==> src/rtl/sw_debounce2.sv <==
// Two-channel switch conditioner: 2-flop sync, per-channel stability counter, clean levels and edge strobes.
// Optional macro SW_TOGGLE_EN turns a/b into toggle latches flipped by each debounced rising edge.
module sw_debounce2 #(
  parameter int CNT_W      = 20,
  parameter int STABLE_CNT = 1000000
) (
  input  logic clk,
  input  logic rst_n,
  input  logic sw_a_in,
  input  logic sw_b_in,
  output logic a,
  output logic b,
  output logic a_rise,
  output logic a_fall,
  output logic b_rise,
  output logic b_fall,
  output logic chg
);

  typedef enum logic {LOW = 1'b0, HIGH = 1'b1} state_t;

  localparam logic [CNT_W-1:0] CNT_LAST = CNT_W'(STABLE_CNT - 1);

  // Index 0 is channel A, index 1 is channel B.
  logic [1:0]       s1_p0;
  logic [1:0]       s2_p1;
  state_t           st_p2     [2];
  state_t           st_nxt    [2];
  logic [CNT_W-1:0] cnt_p2    [2];
  logic [CNT_W-1:0] cnt_nxt   [2];
  logic [1:0]       rise_nxt;
  logic [1:0]       fall_nxt;
  logic [1:0]       rise_p2;
  logic [1:0]       fall_p2;
  logic             chg_p2;

  function automatic logic at_limit(input logic [CNT_W-1:0] c);
    return c == CNT_LAST;
  endfunction

  // Stage 0/1: two-flop synchroniser for the raw switch levels
  always_ff @(posedge clk or negedge rst_n) begin
    if (!rst_n) begin
      s1_p0 <= 2'b00;
      s2_p1 <= 2'b00;
    end else begin
      s1_p0 <= {sw_b_in, sw_a_in};
      s2_p1 <= s1_p0;
    end
  end

  // Stage 2: per-channel stability FSM; any contrary-free cycle clears the counter
  always_comb begin
    for (int i = 0; i < 2; i++) begin
      st_nxt[i]   = st_p2[i];
      cnt_nxt[i]  = '0;
      rise_nxt[i] = 1'b0;
      fall_nxt[i] = 1'b0;
      case (st_p2[i])
        LOW: begin
          if (s2_p1[i]) begin
            if (at_limit(cnt_p2[i])) begin
              st_nxt[i]   = HIGH;
              rise_nxt[i] = 1'b1;
            end else begin
              cnt_nxt[i] = cnt_p2[i] + CNT_W'(1);
            end
          end
        end
        HIGH: begin
          if (!s2_p1[i]) begin
            if (at_limit(cnt_p2[i])) begin
              st_nxt[i]   = LOW;
              fall_nxt[i] = 1'b1;
            end else begin
              cnt_nxt[i] = cnt_p2[i] + CNT_W'(1);
            end
          end
        end
        default: st_nxt[i] = LOW;
      endcase
    end
  end

  always_ff @(posedge clk or negedge rst_n) begin
    if (!rst_n) begin
      for (int i = 0; i < 2; i++) begin
        st_p2[i]  <= LOW;
        cnt_p2[i] <= '0;
      end
      rise_p2 <= 2'b00;
      fall_p2 <= 2'b00;
      chg_p2  <= 1'b0;
    end else begin
      for (int i = 0; i < 2; i++) begin
        st_p2[i]  <= st_nxt[i];
        cnt_p2[i] <= cnt_nxt[i];
      end
      rise_p2 <= rise_nxt;
      fall_p2 <= fall_nxt;
      chg_p2  <= |{rise_nxt, fall_nxt};
    end
  end

  assign a_rise = rise_p2[0];
  assign a_fall = fall_p2[0];
  assign b_rise = rise_p2[1];
  assign b_fall = fall_p2[1];
  assign chg    = chg_p2;

`ifdef SW_TOGGLE_EN
  // Toggle latches follow debounced presses; strobes still report switch edges.
  logic [1:0] tog_p2;

  always_ff @(posedge clk or negedge rst_n) begin
    if (!rst_n) begin
      tog_p2 <= 2'b00;
    end else begin
      tog_p2 <= tog_p2 ^ rise_nxt;
    end
  end

  assign a = tog_p2[0];
  assign b = tog_p2[1];
`else
  assign a = (st_p2[0] == HIGH);
  assign b = (st_p2[1] == HIGH);
`endif

endmodule

==> config.mk <==
export PLATFORM = sky130hd
export DESIGN_NAME = sw_debounce2
export DESIGN_NICKNAME = d
export VERILOG_FILES = /design/src/rtl/sw_debounce2.sv
export SDC_FILE = /design/constraint.sdc
export NUM_CORES = 1
export LEC_CHECK = 0
export BUFFER_PORTS_ARGS = -buffer_cell sky130_fd_sc_hd__buf_4
export CORE_MARGIN = 3
export CORE_UTILIZATION = 40
export CTS_CLUSTER_SIZE = 30
export DETAILED_ROUTE_END_ITERATION = 16
export PLACE_DENSITY = 0.58
export SYNTH_ARGS = -nofsm -noshare
export SYNTH_HDL_FRONTEND = slang
export SYNTH_SLANG_ARGS = --single-unit
export TNS_END_PERCENT = 100
==> constraint.sdc <==
create_clock -name clk -period 2 [get_ports clk]
set_input_delay 0.1 -clock clk [delete_from_list [all_inputs] [get_ports clk]]
set_output_delay 0.1 -clock clk [all_outputs]
set_load 0.1 [all_outputs]
# After elaboration in Yosys (flattened, before gate mapping)
# Cells that the tools add are included.
# totals
register_bits	51
input_bits	4
output_inout_bits	7
wordCells	40
# classes
n_addsub	2
eq_ne	2
muxes	24
n_bitwise	2
reduce_logical	1
# ops
op	n
2-to-1 mux 20 bit	6
one-hot mux 20 bit (2 select lines)	2
adder 20 x 1 -> 20 bit (second input constant)	2
equality test 20 bit (second input constant)	2
2-to-1 mux 1 bit	14
one-hot mux 1 bit (2 select lines)	2
OR reduction 4 bit	1
NOT 1 bit	2

# Logic depth before layout (Yosys ltp)
# logic_depth
word_depth	5
mapped_depth	6
ltp_nobuf	5

# Worst setup path before layout
# No wires, ideal clock.
# synth_path
path_kind	register to register
from	register cnt_p2[30] in the netlist's numbering
to	register with a tool-made name
setup_ps	126
arrival_time_ps	1992
t_required_ps	1874
path_slack_ps	-117
stages_incl_launch_ff	5
n_path_buf	0
period_less_slack_ps	2117
path_cell_list	dfrtp_1 or4_1 or4_4 or2_4 mux2_4
# synth_lines
item	line_no	text
start, declared	29	logic [CNT_W-1:0] cnt_p2 [2];
start signal, assigned by index	97	cnt_p2[i] <= cnt_nxt[i];

==> results_dict.tcl <==
set metrics [dict create \
    comb_power_share_pct 4.3 \
    grt_max_degree 52 \
    drive_above_1_share_pct 17.2 \
    max_freq_ghz 0.469 \
    h-tree-depth 2 \
    worstSetupStartpointType "register" \
    clockBufferDepth 2 \
    cp.arrival_ns 2.34 \
    avgSynthCellArea_um2 10.4 \
    placed_cells 321 \
    root_buffer "clkbuf_8" \
    vias 1731 \
    fp.dieH_um 83.2 \
    drc 0 \
    gp_congestion 0.787 \
    p_leak_uw 0.00116 \
    tightest_slew_ns 0.630 \
    vias_per_cell 5.18 \
    fin_ws_ns -0.134 \
    grt_first_pass_wirelength_mm 7.79 \
    synth_area_mm2 0.00238 \
    io_buffers 10 \
    endpoint_kind "register" \
    drt_iter0_drc 58 \
    antenna_cells 0 \
    final_cell_area_mm2 0.00280 \
    power_density_mw_per_mm2 632 \
    worst_hold_slack_ns 0.342 \
    slew_headroom_pct 58.0 \
    die_w_um 83.2 \
    crit_chain "or4b_4 > or4_4 > or2_4 > mux2_4" \
    nets 267 \
    synth_nets 236 \
    max_cap_viol_count 0 \
    grt-ovfl-total 0 \
    reg2regPathDepth 4 \
    synth_seq_cells 51 \
    hold_path_class "in -> async" \
    post-dp-hpwl_mm 3.15 \
    synth-edff-count 0 \
    cp_data_required_time_ns 2.21 \
    wl_mm 4.59 \
    p_int_uw 1330 \
    drt_pass1_iterations 4 \
    pwr-share-clk_pct 36.0 \
    violations "negative setup slack" \
    boundaryPins 11 \
    start_util_pct 42.2 \
    syn2layout_area_growth_pct 17.5 \
    finalClockSkew_ns 0.00749 \
    postRouteAntennaNets 0 \
    r2r_start "cnt_p2[33]$_DFF_PN0_" \
    antenna_found_initial 0 \
    synth_cell_type_count 35 \
    peakVddDrop_uv 401 \
    syn_inst 230 \
    swShare_pct 24.7 \
    place_area_mm2 0.00264 \
    outcome "finished with violations" \
    cpPeakStageDelay_ns 0.54 \
    critical_path_class "reg -> reg" \
    critical_path.startpoint "cnt_p2[33]$_DFF_PN0_" \
    finalSetupViolCount 21 \
    rows 27 \
    p_switching_uw 437 \
    hold_viol_final 0 \
    pwr-share-seq_pct 59.7 \
    rrSetupSlack_ns -0.13 \
    final_max_slew_viol_count 0 \
    drt-wirelength-per-cell_um 13.7 \
    grt.total_usage_pct 13.9 \
    synth-async-reset-ratio_pct 100 \
    core_area_mm2 0.00564 \
    ys.flop_type "dfrtp_1" \
    cp_max_fo 4 \
    clock_latency_ns 0.31 \
    cts_made_buffers 5 \
    period_needed_ns 2.13 \
    crit_slowest_cell "or4_4" \
    clock-sinks 51 \
    yosysWarningCount 0 \
    rsz0062_at_grt "yes" \
    finalNonFillerCells 334 \
    seq_area_frac_synth_pct 53.5 \
    fin_crit_sh_pct 107 \
    clk_pin_slew_ns 0.10 \
    n_fill_cell 515 \
    die_area_mm2 0.00692 \
    grt_pass1_vias 1664 \
    cts_tree "yes" \
]
==> logic make-up after synthesis <==
| group | share of synthesized area (%) |
|---|---|
| AOI/OAI and AO/OA | 6.51 |
| and+or+nand+nor | 26.1 |
| buffers and inverters | 1.73 |
| DFF | 53.5 |
| muxes | 1.10 |
| xor gates and xnor gates | 9.92 |
| adders and majority gates | 1.05 |
==> power by group through the flow <==
stage / Combinational [uW] / Sequential [uW] / Clock (uW)
2_1_floorplan: 32.2 / 1070 / 0
3_3_place_gp: 73.7 / 1080 / 0
3_5_place_dp: 73.5 / 1080 / 0
4_1_cts: 77.9 / 1060 / 670
5_1_grt: 88.6 / 1060 / 715
6_report: 76.2 / 1060 / 638
==> sequential cells by signal, indices dropped and copies added (netlist names), named ones only <==
signal and cells:
fall_p2 2, chg 1, cnt_p2 40, s2_p1 2, s1_p0 2, rise_p2 2
==> metal layers <==
metal  wire (um)  share of wire (%)  track usage, %
met5           0                  0               0
met2        1990                 43            21.1
met1        2420                 53            19.5
met4          54                1.2            4.90
met3         122                2.7            3.27
==> placed cells by master, fill, tap and decap left out, types with 6 or more instances in the layout <==
cell type / count
a21oi_1: 11
buf_4: 24
dfrtp_1: 51
nand2_1: 12
nand3_1: 13
nand4_1: 14
nor2_1: 29
o31ai_1: 6
or3_1: 8
or4_1: 7
xnor2_1: 12
xor2_1: 15
==> synth_stat cells (5+ instances only) <==
cell	instances	area, um2
a21oi_1	11	55.1
and3_1	5	31.3
dfrtp_1	51	1280
inv_1	5	18.8
nand2_1	12	45.0
nand3_1	13	65.1
nand4_1	14	87.6
nor2_1	29	109
nor3b_1	5	37.5
nor4_1	5	31.3
o21ai_0	5	25.0
o31ai_1	6	45.0
or3_1	8	50.1
or4_1	7	52.6
xnor2_1	12	105
xor2_1	15	131
==> worst min-delay path by stage <==
stage	endpoint	slack, ns	cells past startpoint
4_1_cts	cnt_p2[35]$_DFF_PN0_	0.37	2
3_5_place_dp	cnt_p2[18]$_DFF_PN0_	0.18	1
5_1_grt	s2_p1[1]$_DFF_PN0_	0.38	0
6_report	cnt_p2[38]$_DFF_PN0_	0.34	2
2_1_floorplan	async pin	-0.20	0
3_3_place_gp	cnt_p2[16]$_DFF_PN0_	0.18	1
==> worst max-delay path, delay by kind of cell, from the launching register on <==
kind             cells  cell delay, ns
DFF                  1            0.39
and+or+nand+nor      3            1.33
muxes                1            0.30
==> through the flow <==
step | setup slack (ns) | power (uW) | utilization (%) | setup TNS (ns)
after CTS | -0.127 | 1800 | 49.2 | -2.05
after global placement | -0.111 | 1150 | 46.9 | -0.120
after detailed placement | -0.133 | 1150 | 46.9 | -0.152
final | -0.134 | 1770 | 49.7 | -1.69
after floorplan | -0.111 | 1110 | - | -0.282
after global routing | -0.178 | 1860 | 49.7 | -3.14
==> what timing repair did <==
item                                    in CTS  in global routing
hold buffers                                 3                  0
endpoints found under the hold margin       53                  0
resized for setup                            0                  4
setup buffers                                1                  1
endpoints found under the setup margin       4                 23
pin swaps                                    1                  2
==> cell type report <==
class | count | area [um2] | share of cell area [%]
inverters | 5 | 18.8 | 0.670
clock inverters | 3 | 26.3 | 0.938
multi-input cells | 169 | 1080 | 38.5
clock buffers | 5 | 68.8 | 2.46
repair buffers | 29 | 241 | 8.62
flip-flops and latches | 51 | 1280 | 45.6
well taps | 72 | 90.1 | 3.22
No activity file was read; power rests on OpenSTA's default activity.
